**src/rtl/csdt2_pcpi_issue_if.sv**
```systemverilog
// Bus bundle for the PCPI issue controller.
// Carries three groups of signals:
//   - core request:   req_valid/req_insn/req_rs1/req_rs2 in, req_ready/busy out
//   - core response:  resp_valid/resp_wr/resp_rd/resp_illegal
//   - PCPI bus:       pcpi_valid/pcpi_insn/pcpi_rs1/pcpi_rs2 out,
//                     pcpi_wr/pcpi_rd/pcpi_wait/pcpi_ready return
// Modports:
//   - master: the issue controller, which initiates on PCPI.
//   - slave:  the environment, i.e. the core plus the OR-ed responders.
interface csdt2_pcpi_issue_if;
    logic        req_valid;
    logic [31:0] req_insn;
    logic [31:0] req_rs1;
    logic [31:0] req_rs2;
    logic        req_ready;
    logic        busy;

    logic        resp_valid;
    logic        resp_wr;
    logic [31:0] resp_rd;
    logic        resp_illegal;

    logic        pcpi_valid;
    logic [31:0] pcpi_insn;
    logic [31:0] pcpi_rs1;
    logic [31:0] pcpi_rs2;
    logic        pcpi_wr;
    logic [31:0] pcpi_rd;
    logic        pcpi_wait;
    logic        pcpi_ready;

    modport master (
        input  req_valid, req_insn, req_rs1, req_rs2,
        input  pcpi_wr, pcpi_rd, pcpi_wait, pcpi_ready,
        output req_ready, busy,
        output resp_valid, resp_wr, resp_rd, resp_illegal,
        output pcpi_valid, pcpi_insn, pcpi_rs1, pcpi_rs2
    );

    modport slave (
        output req_valid, req_insn, req_rs1, req_rs2,
        output pcpi_wr, pcpi_rd, pcpi_wait, pcpi_ready,
        input  req_ready, busy,
        input  resp_valid, resp_wr, resp_rd, resp_illegal,
        input  pcpi_valid, pcpi_insn, pcpi_rs1, pcpi_rs2
    );
endinterface

```
**src/rtl/csdt2_pcpi_issue.sv**
```systemverilog
// Initiator-side PCPI controller.
// Takes one coprocessor instruction at a time from the core and drives it onto the PCPI request
// bus. It then waits for a responder to finish with pcpi_ready and returns a one-cycle writeback
// pulse. If no responder claims the instruction, or keeps it alive with pcpi_wait, within the
// timeout window, it returns an illegal-instruction pulse instead.
// Ports:
//   clk   - clock, rising edge
//   reset - synchronous, active-high
//   bus   - csdt2_pcpi_issue_if.master (core request/response and PCPI bus)
module csdt2_pcpi_issue #(
    parameter int unsigned TIMEOUT = 16
) (
    input logic                       clk,
    input logic                       reset,
    csdt2_pcpi_issue_if.master        bus
);
    localparam int unsigned CntW = $clog2(TIMEOUT + 1);
    localparam logic [CntW-1:0] CntLoad = CntW'(TIMEOUT);

    typedef enum logic [0:0] {StIdle, StBusy} state_e;

    state_e          state_q, state_d;
    logic [CntW-1:0] cnt_q, cnt_d;
    logic            pcpi_valid_q, pcpi_valid_d;
    logic [31:0]     pcpi_insn_q, pcpi_insn_d;
    logic [31:0]     pcpi_rs1_q, pcpi_rs1_d;
    logic [31:0]     pcpi_rs2_q, pcpi_rs2_d;
    logic            resp_valid_q, resp_valid_d;
    logic            resp_wr_q, resp_wr_d;
    logic            resp_illegal_q, resp_illegal_d;
    logic [31:0]     resp_rd_q, resp_rd_d;

    always_comb begin
        state_d        = state_q;
        cnt_d          = cnt_q;
        pcpi_valid_d   = pcpi_valid_q;
        pcpi_insn_d    = pcpi_insn_q;
        pcpi_rs1_d     = pcpi_rs1_q;
        pcpi_rs2_d     = pcpi_rs2_q;
        // Response fields are pulses: cleared unless this edge completes a transaction.
        resp_valid_d   = 1'b0;
        resp_wr_d      = 1'b0;
        resp_illegal_d = 1'b0;
        resp_rd_d      = '0;

        unique case (state_q)
            StIdle: begin
                // Responder return signals are deliberately ignored here (stray late responses).
                if (bus.req_valid) begin
                    pcpi_insn_d  = bus.req_insn;
                    pcpi_rs1_d   = bus.req_rs1;
                    pcpi_rs2_d   = bus.req_rs2;
                    pcpi_valid_d = 1'b1;
                    cnt_d        = CntLoad;
                    state_d      = StBusy;
                end
            end
            StBusy: begin
                if (bus.pcpi_ready) begin
                    resp_valid_d = 1'b1;
                    resp_wr_d    = bus.pcpi_wr;
                    resp_rd_d    = bus.pcpi_wr ? bus.pcpi_rd : '0;
                    pcpi_valid_d = 1'b0;
                    state_d      = StIdle;
                end else if (bus.pcpi_wait) begin
                    cnt_d = CntLoad;
                end else if (cnt_q == '0) begin
                    resp_valid_d   = 1'b1;
                    resp_illegal_d = 1'b1;
                    pcpi_valid_d   = 1'b0;
                    state_d        = StIdle;
                end else begin
                    cnt_d = cnt_q - CntW'(1);
                end
            end
            default: state_d = StIdle;
        endcase
    end

    always_ff @(posedge clk) begin
        if (reset) begin
            state_q        <= StIdle;
            cnt_q          <= '0;
            pcpi_valid_q   <= 1'b0;
            pcpi_insn_q    <= '0;
            pcpi_rs1_q     <= '0;
            pcpi_rs2_q     <= '0;
            resp_valid_q   <= 1'b0;
            resp_wr_q      <= 1'b0;
            resp_illegal_q <= 1'b0;
            resp_rd_q      <= '0;
        end else begin
            state_q        <= state_d;
            cnt_q          <= cnt_d;
            pcpi_valid_q   <= pcpi_valid_d;
            pcpi_insn_q    <= pcpi_insn_d;
            pcpi_rs1_q     <= pcpi_rs1_d;
            pcpi_rs2_q     <= pcpi_rs2_d;
            resp_valid_q   <= resp_valid_d;
            resp_wr_q      <= resp_wr_d;
            resp_illegal_q <= resp_illegal_d;
            resp_rd_q      <= resp_rd_d;
        end
    end

    // The completion cycle is already IDLE, so a new request can be taken at its end.
    assign bus.req_ready    = (state_q == StIdle);
    assign bus.busy         = (state_q == StBusy);
    assign bus.pcpi_valid   = pcpi_valid_q;
    assign bus.pcpi_insn    = pcpi_insn_q;
    assign bus.pcpi_rs1     = pcpi_rs1_q;
    assign bus.pcpi_rs2     = pcpi_rs2_q;
    assign bus.resp_valid   = resp_valid_q;
    assign bus.resp_wr      = resp_wr_q;
    assign bus.resp_illegal = resp_illegal_q;
    assign bus.resp_rd      = resp_rd_q;
endmodule
```
**src/flat_wrapper.sv**
```systemverilog
// flat-port wrapper written by rule: the top's interface ports become plain ports
module csdt2_pcpi_issue_flat 
#(
    parameter int unsigned TIMEOUT = 16
)
  (clk, reset, bus_req_valid, bus_req_insn, bus_req_rs1, bus_req_rs2, bus_pcpi_wr, bus_pcpi_rd, bus_pcpi_wait, bus_pcpi_ready, bus_req_ready, bus_busy, bus_resp_valid, bus_resp_wr, bus_resp_rd, bus_resp_illegal, bus_pcpi_valid, bus_pcpi_insn, bus_pcpi_rs1, bus_pcpi_rs2);
  csdt2_pcpi_issue_if bus_i ();
  input logic clk;
  input logic reset;
  input wire logic [$bits(bus_i.req_valid)-1:0] bus_req_valid;
  input wire logic [$bits(bus_i.req_insn)-1:0] bus_req_insn;
  input wire logic [$bits(bus_i.req_rs1)-1:0] bus_req_rs1;
  input wire logic [$bits(bus_i.req_rs2)-1:0] bus_req_rs2;
  input wire logic [$bits(bus_i.pcpi_wr)-1:0] bus_pcpi_wr;
  input wire logic [$bits(bus_i.pcpi_rd)-1:0] bus_pcpi_rd;
  input wire logic [$bits(bus_i.pcpi_wait)-1:0] bus_pcpi_wait;
  input wire logic [$bits(bus_i.pcpi_ready)-1:0] bus_pcpi_ready;
  output wire logic [$bits(bus_i.req_ready)-1:0] bus_req_ready;
  output wire logic [$bits(bus_i.busy)-1:0] bus_busy;
  output wire logic [$bits(bus_i.resp_valid)-1:0] bus_resp_valid;
  output wire logic [$bits(bus_i.resp_wr)-1:0] bus_resp_wr;
  output wire logic [$bits(bus_i.resp_rd)-1:0] bus_resp_rd;
  output wire logic [$bits(bus_i.resp_illegal)-1:0] bus_resp_illegal;
  output wire logic [$bits(bus_i.pcpi_valid)-1:0] bus_pcpi_valid;
  output wire logic [$bits(bus_i.pcpi_insn)-1:0] bus_pcpi_insn;
  output wire logic [$bits(bus_i.pcpi_rs1)-1:0] bus_pcpi_rs1;
  output wire logic [$bits(bus_i.pcpi_rs2)-1:0] bus_pcpi_rs2;
  assign bus_i.req_valid = bus_req_valid;
  assign bus_i.req_insn = bus_req_insn;
  assign bus_i.req_rs1 = bus_req_rs1;
  assign bus_i.req_rs2 = bus_req_rs2;
  assign bus_i.pcpi_wr = bus_pcpi_wr;
  assign bus_i.pcpi_rd = bus_pcpi_rd;
  assign bus_i.pcpi_wait = bus_pcpi_wait;
  assign bus_i.pcpi_ready = bus_pcpi_ready;
  assign bus_req_ready = bus_i.req_ready;
  assign bus_busy = bus_i.busy;
  assign bus_resp_valid = bus_i.resp_valid;
  assign bus_resp_wr = bus_i.resp_wr;
  assign bus_resp_rd = bus_i.resp_rd;
  assign bus_resp_illegal = bus_i.resp_illegal;
  assign bus_pcpi_valid = bus_i.pcpi_valid;
  assign bus_pcpi_insn = bus_i.pcpi_insn;
  assign bus_pcpi_rs1 = bus_i.pcpi_rs1;
  assign bus_pcpi_rs2 = bus_i.pcpi_rs2;
  csdt2_pcpi_issue #(.TIMEOUT(TIMEOUT)) u_core (.clk(clk), .reset(reset), .bus(bus_i));
endmodule
```
**config.mk**
```make
export PLATFORM = sky130hd
export DESIGN_NAME = csdt2_pcpi_issue_flat
export DESIGN_NICKNAME = d
export VERILOG_FILES = /design/src/rtl/csdt2_pcpi_issue_if.sv /design/src/rtl/csdt2_pcpi_issue.sv /design/src/flat_wrapper.sv
export SDC_FILE = /design/constraint.sdc
export NUM_CORES = 1
export LEC_CHECK = 0
export ABC_AREA = 1
export CELL_PAD_IN_SITES_DETAIL_PLACEMENT = 1
export CELL_PAD_IN_SITES_GLOBAL_PLACEMENT = 1
export CORE_MARGIN = 1
export CORE_UTILIZATION = 23
export CTS_CLUSTER_SIZE = 10
export DETAILED_ROUTE_END_ITERATION = 8
export HOLD_SLACK_MARGIN = 0.02
export PLACE_DENSITY = 0.82
export SLEW_MARGIN = 0
export SYNTH_ARGS = -nofsm -noshare
export SYNTH_HDL_FRONTEND = slang
export SYNTH_SLANG_ARGS = --single-unit
```
**constraint.sdc**
```tcl
create_clock -name clk -period 1.09 [get_ports clk]
set_input_delay 0.218 -clock clk [delete_from_list [all_inputs] [get_ports clk]]
set_output_delay 0.218 -clock clk [all_outputs]
set_load 0.01 [all_outputs]
```
## Word level (Yosys, flattened, before mapping)

Cells that the tools add are included.

- Flip-flop bits (word level): 138
- Input bits: 134
- Output and inout port bits: 134
- Logic and storage cells: 45

- Multiplexer cells: 18
- Bitwise gates (word level): 3
- Reductions and logical operators: 8
- Eq/ne operators: 5
- Add/sub/neg operators: 1

Operators by type and width:

| kind | number |
|---|---|
| two-way mux 5 bit | 4 |
| two-way mux 1 bit | 11 |
| one-hot mux 5 bit (2 select lines) | 1 |
| inequality test 3 bit, second input constant | 3 |
| AND reduction 3 bit | 2 |
| OR reduction 3 bit | 2 |
| zero test 5 bit | 1 |
| subtractor 5 x 1 -> 5 bit, second input constant | 1 |
| inequality test 2 bit, second input constant | 2 |
| one-hot mux 1 bit (2 select lines) | 2 |
| OR reduction 4 bit | 1 |
| NOT 1 bit | 3 |
| AND reduction 2 bit | 1 |
| OR reduction 2 bit | 1 |

## Longest topological paths before layout

- Word-level depth: 5
- Gate-level depth with buffers: 8
- Depth with buffers taken out: 8

## Least setup slack after synthesis

Ideal clock, no wire load.

- Path kind: register to register
- Start: reg u_core.cnt_q[0]
- End: reg u_core.cnt_q[0]
- Period minus slack after synthesis: 1200 ps
- Data required time: 977 ps
- Path buffers: 0
- Setup time: 113 ps
- Cell stages (with the launch flop): 9
- Data arrival time: 1087 ps
- Path slack: -110 ps
- Cell sequence: dfxtp_1 > inv_1 > ha_1 > nand4_2 > nand3_2 > nand2_2 > nand2_1 > nand2_1 > nor2_1

- Word-level cells in the longest chain between the ends: 5
- Elaborated cells between the ends (all ways): 8
- Classes of those cells: 1 x add/sub; 1 x eq/ne; 4 x mux; 2 x reduce/logical

Ends and longest elaborated chain:

| element | RTL line | RTL |
|---|---|---|
| start: declaration | csdt2_pcpi_issue.sv:23 | `logic [CntW-1:0] cnt_q, cnt_d;` |
| start signal: assignment | csdt2_pcpi_issue.sv:94 | `cnt_q <= cnt_d;` |
| subtractor 5 x 1 -> 5 bit | csdt2_pcpi_issue.sv:73 | `cnt_d = cnt_q - CntW'(1);` |
| two-way mux 5 bit | csdt2_pcpi_issue.sv:67 | `end else if (cnt_q == '0) begin` |
| two-way mux 5 bit | csdt2_pcpi_issue.sv:65 | `end else if (bus.pcpi_wait) begin` |
| two-way mux 5 bit | csdt2_pcpi_issue.sv:59 | `if (bus.pcpi_ready) begin` |
| one-hot mux 5 bit (2 select lines) | csdt2_pcpi_issue.sv:46 | `unique case (state_q)` |

Several ways; a longest one is shown, not always the timed one. The select of a mux whose other input is x is not followed.
A chain may end at the register's enable or synchronous reset.

## Worst setup path in the final report

- Start: reg u_core.state_q, in the netlist u_core.bus.busy
- End: out bus_req_ready

- Word-level cells in the longest chain between the ends: 1

Ends and longest elaborated chain:

| element | RTL line | RTL |
|---|---|---|
| start: declaration | csdt2_pcpi_issue.sv:22 | `state_e state_q, state_d;` |
| start signal: assignment | csdt2_pcpi_issue.sv:82 | `state_q <= StIdle;` |
| start signal: assignment | csdt2_pcpi_issue.sv:93 | `state_q <= state_d;` |
| NOT 1 bit (no line) | n/a |  |
| end: declaration | flat_wrapper.sv:18 | `output wire logic [$bits(bus_i.req_ready)-1:0] bus_req_ready;` |

No other way between the ends.

==> impl_results.md <==
- Status: complete, but fails checks
- Failing checks: negative setup slack
- R2R Setup Slk: -0.10 ns
- CP Launch Type: register
- Layout area overhead: 94.2%
- WHS Endpoint: u_core.bus.resp_rd[16]
- Maximum clock rate: between 0.8 and 0.9 GHz
- PD cells: between 1500 and 2000 mW/mm^2
- Post-Syn Area: between 0.004 and 0.005 mm^2
- Total CTS buffers: 17
- H-Tree Level Count: 4
- Critical Path Fanout Max: 4
- Critical Path AT: approximately 0.97 ns
- Ant. Diodes: 0
- Total power: between 10 and 15 mW
- GR Overflow Total: 0
- Clk_lat worst skew: 0.41 ns
- R2R depth: 6
- Port buffer count: 267
- Worst r2r src: u_core.bus.busy
- Min cycle time layout: approximately 1.2 ns
- Tcrit/Tclk final: 109%
- CP Class: reg2out
- Final hold vios: 0
- Sw Pwr: between 3 and 4 mW
- Die area: about 0.021 mm^2
- Critical Path RT: 0.87 ns
- Drt pass-1 iters: 4
- Antenna viol nets, final: 0
- Via Count: roughly 5,000
- Pin count of the biggest net entering global routing: 55
- Rows: 51
- Share of layout cells above drive strength 1: 41.5%
- Hold path depth: 3
- Root Buffer: clkbuf_16
- Initial Util: a little under a quarter
- Global-route wire length before repair: approximately 27,000 um
- Rel. slew slack: between 80% and 90%
- Total GRT Usage: between 10% and 20%
- RSZ-0062 raised after global routing: yes
- Max Root-Sink Buffers: 2
- Max VDD drop: approximately 0.98 mV
- CTS tree: done
- CP endpoint kind: output port
- Yosys reg bits: between 100 and 150
- Pleak: just over 4 nW
- Number of global-route vias before repair: between 5,000 and 6,000
- Slew at the pin closest to its max-slew limit: 0.266 ns
- Fin worst setup slack: -0.103 ns
- Fin. max-slew vios: 0
- R2r endpoint: u_core.bus.pcpi_rs1[22]
- Die height: around 140 um
- DRC viols: 0
- 1st-iter DRT viols: 89
- MaxCap Viol Count: 0
- Final WL: approximately 19,000 um
- Clk pwr share: between 40 and 50%
- Cells after synthesis: 579
- Min-delay src: bus_pcpi_rd[16]
- Routed vias/inst: 4.31
- Sequential area share after synthesis: roughly 59%
- Register clock-pin slew on the reported worst setup and hold paths: 0.06 ns
- Placer congestion estimate: 0.722
- Sw frac: ~24%
- Worst hold slack: approximately 0.32 ns
- Final setup fails: between 100 and 150
- CORE AREA: approximately 0.02 mm^2
- Syn nets: slightly above 700
- Clock Skew: 0.00748 ns
- I/O pin count: 268
- Clock Sinks: ~140
- Netlist cell types: 25
- Nets: ~1,000
- Flop pwr share: approximately 39%
- FILL cells: 2,242
- Combinational share of power: 17.5%
- Warnings from Yosys: 0
- Routed len/inst: approximately 17 um
- Min-Delay Path Class: in2reg
- Internal Dissipation: roughly 11 mW
- Die X: between 100 and 150 um
- Final HPWL DP: roughly 12,000 um
- Syn_area_per_cell: between 8 and 9 um^2
- Initial antenna violation count: 0
area by class of cell:
type	count	area, um^2	area share [%]
sequential	138	2920	32.1
timing repair buffer	316	3300	36.4
inverter	44	183	2.01
multi-input combinational	363	1690	18.6
clock inverter	11	194	2.13
timing repair inverter	1	8.76	0.0964
tap	265	332	3.65
clock buffer	20	457	5.02
what timing repair did:
item                       CTS  global route
setup endpoints to repair  223           258
pin swaps                    6            12
setup buffers                8            11
gates cloned                 2             3
hold buffers                 0             0
gates resized for setup    785            96
hold endpoints to repair     0             0
layout by cell type (no fill, tap or decap), types with 5 or more instances in the layout:
cell,instances
clkbuf_16,19
buf_2,14
clkdlybuf4s50_1,133
dfxtp_1,17
nand2_1,9
o21ai_1,57
nor2_1,223
buf_4,34
inv_1,39
o21ai_0,34
nor2_2,7
bufinv_16,5
dfxtp_2,120
buf_6,123
o21ai_2,6
buf_12,5
cell usage after synthesis (all sizes together):
library cell / instances / area, um^2
o21ai: 97 / 485
o21bai: 1 / 7.51
clkbuf: 10 / 38.8
xor2: 1 / 8.76
inv: 44 / 165
nand4: 2 / 18.8
dfxtp: 138 / 2760
a21oi: 6 / 30.0
nor2: 232 / 876
nand3: 7 / 45.0
nand2: 14 / 62.6
and3: 1 / 6.26
ha: 1 / 12.5
buf: 24 / 156
nor3: 1 / 5.00
cell families (layout without fill, tap and decap cells):
kind of cell	Yosys count	after routing	share of synthesized area, %
XOR/XNOR	1	1	0.187
buffers and inverters	78	392	7.70
adder cells (fa/ha/maj)	1	1	0.267
AND/OR/NAND/NOR	257	257	21.7
flip-flops	138	138	59.0
AO/OA/AOI/OAI	104	104	11.2
worst max path at each step:
| stage | startpoint | slack [ns] | to |
|---|---|---|---|
| 3_5_place_dp | bus_req_valid | -0.40 | u_core.bus.pcpi_insn[31] |
| 2_1_floorplan | u_core.cnt_q[1] | -0.02 | u_core.cnt_q[0] |
| 4_1_cts | u_core.cnt_q[0] | -0.11 | u_core.cnt_q[3] |
| 5_1_grt | u_core.bus.busy | -0.18 | u_core.bus.pcpi_rs2[29] |
| 3_3_place_gp | bus_req_valid | -0.43 | u_core.bus.pcpi_insn[31] |
| 6_report | u_core.bus.busy | -0.10 | bus_req_ready |
state kept, by name, summed over array words and instances (netlist names):
name,cells
u_core.bus.pcpi_rs1,32
u_core.bus.busy,1
u_core.bus.pcpi_insn,32
u_core.bus.resp_illegal,1
u_core.cnt_q,5
u_core.bus.resp_valid,1
u_core.bus.pcpi_rs2,32
u_core.bus.resp_rd,32
u_core.bus.pcpi_valid,1
u_core.bus.resp_wr,1
metal layers:
metal / part of all wire [%] / GRT usage [%] / vias to the layer above
li1: - / - / 2409
met1: 36 / 16.8 / 2350
met2: 52 / 32.5 / 195
met3: 9.0 / 6.45 / 39
met4: 2.9 / 8.48 / 0
met5: 0 / 0 / -
worst max-delay path, cell delays in order, from the launching register on:
cell and delay, ns:
dfxtp_4 0.37, inv_6 0.09, buf_6 0.11
power by group through the flow:
stage / logic, mW / registers [mW] / clock network [mW]
after CTS: 2.39 / 5.66 / 6.59
final: 2.56 / 5.67 / 6.43
after global routing: 2.78 / 5.70 / 6.83
after floorplan: 0.672 / 5.78 / 0
after global placement: 2.14 / 5.63 / 0
after detailed placement: 2.19 / 5.65 / 0
stage by stage:
| step | instance area (um^2) | util [%] | setup TNS, ns | setup WS (ns) | instances |
|---|---|---|---|---|---|
| floorplan | 4700 | - | -0.0281 | -0.0152 | 579 |
| global placement | 7760 | 39.3 | -41.77 | -0.433 | 1103 |
| detailed placement | 7760 | 39.3 | -45.11 | -0.396 | 1103 |
| CTS | 8750 | 44.4 | -7.53 | -0.111 | 1144 |
| global route | 9090 | 46.1 | -12.80 | -0.179 | 1158 |
| finish | 9090 | 46.1 | -4.89 | -0.103 | 1158 |
(Power assumes the default switching activity.)
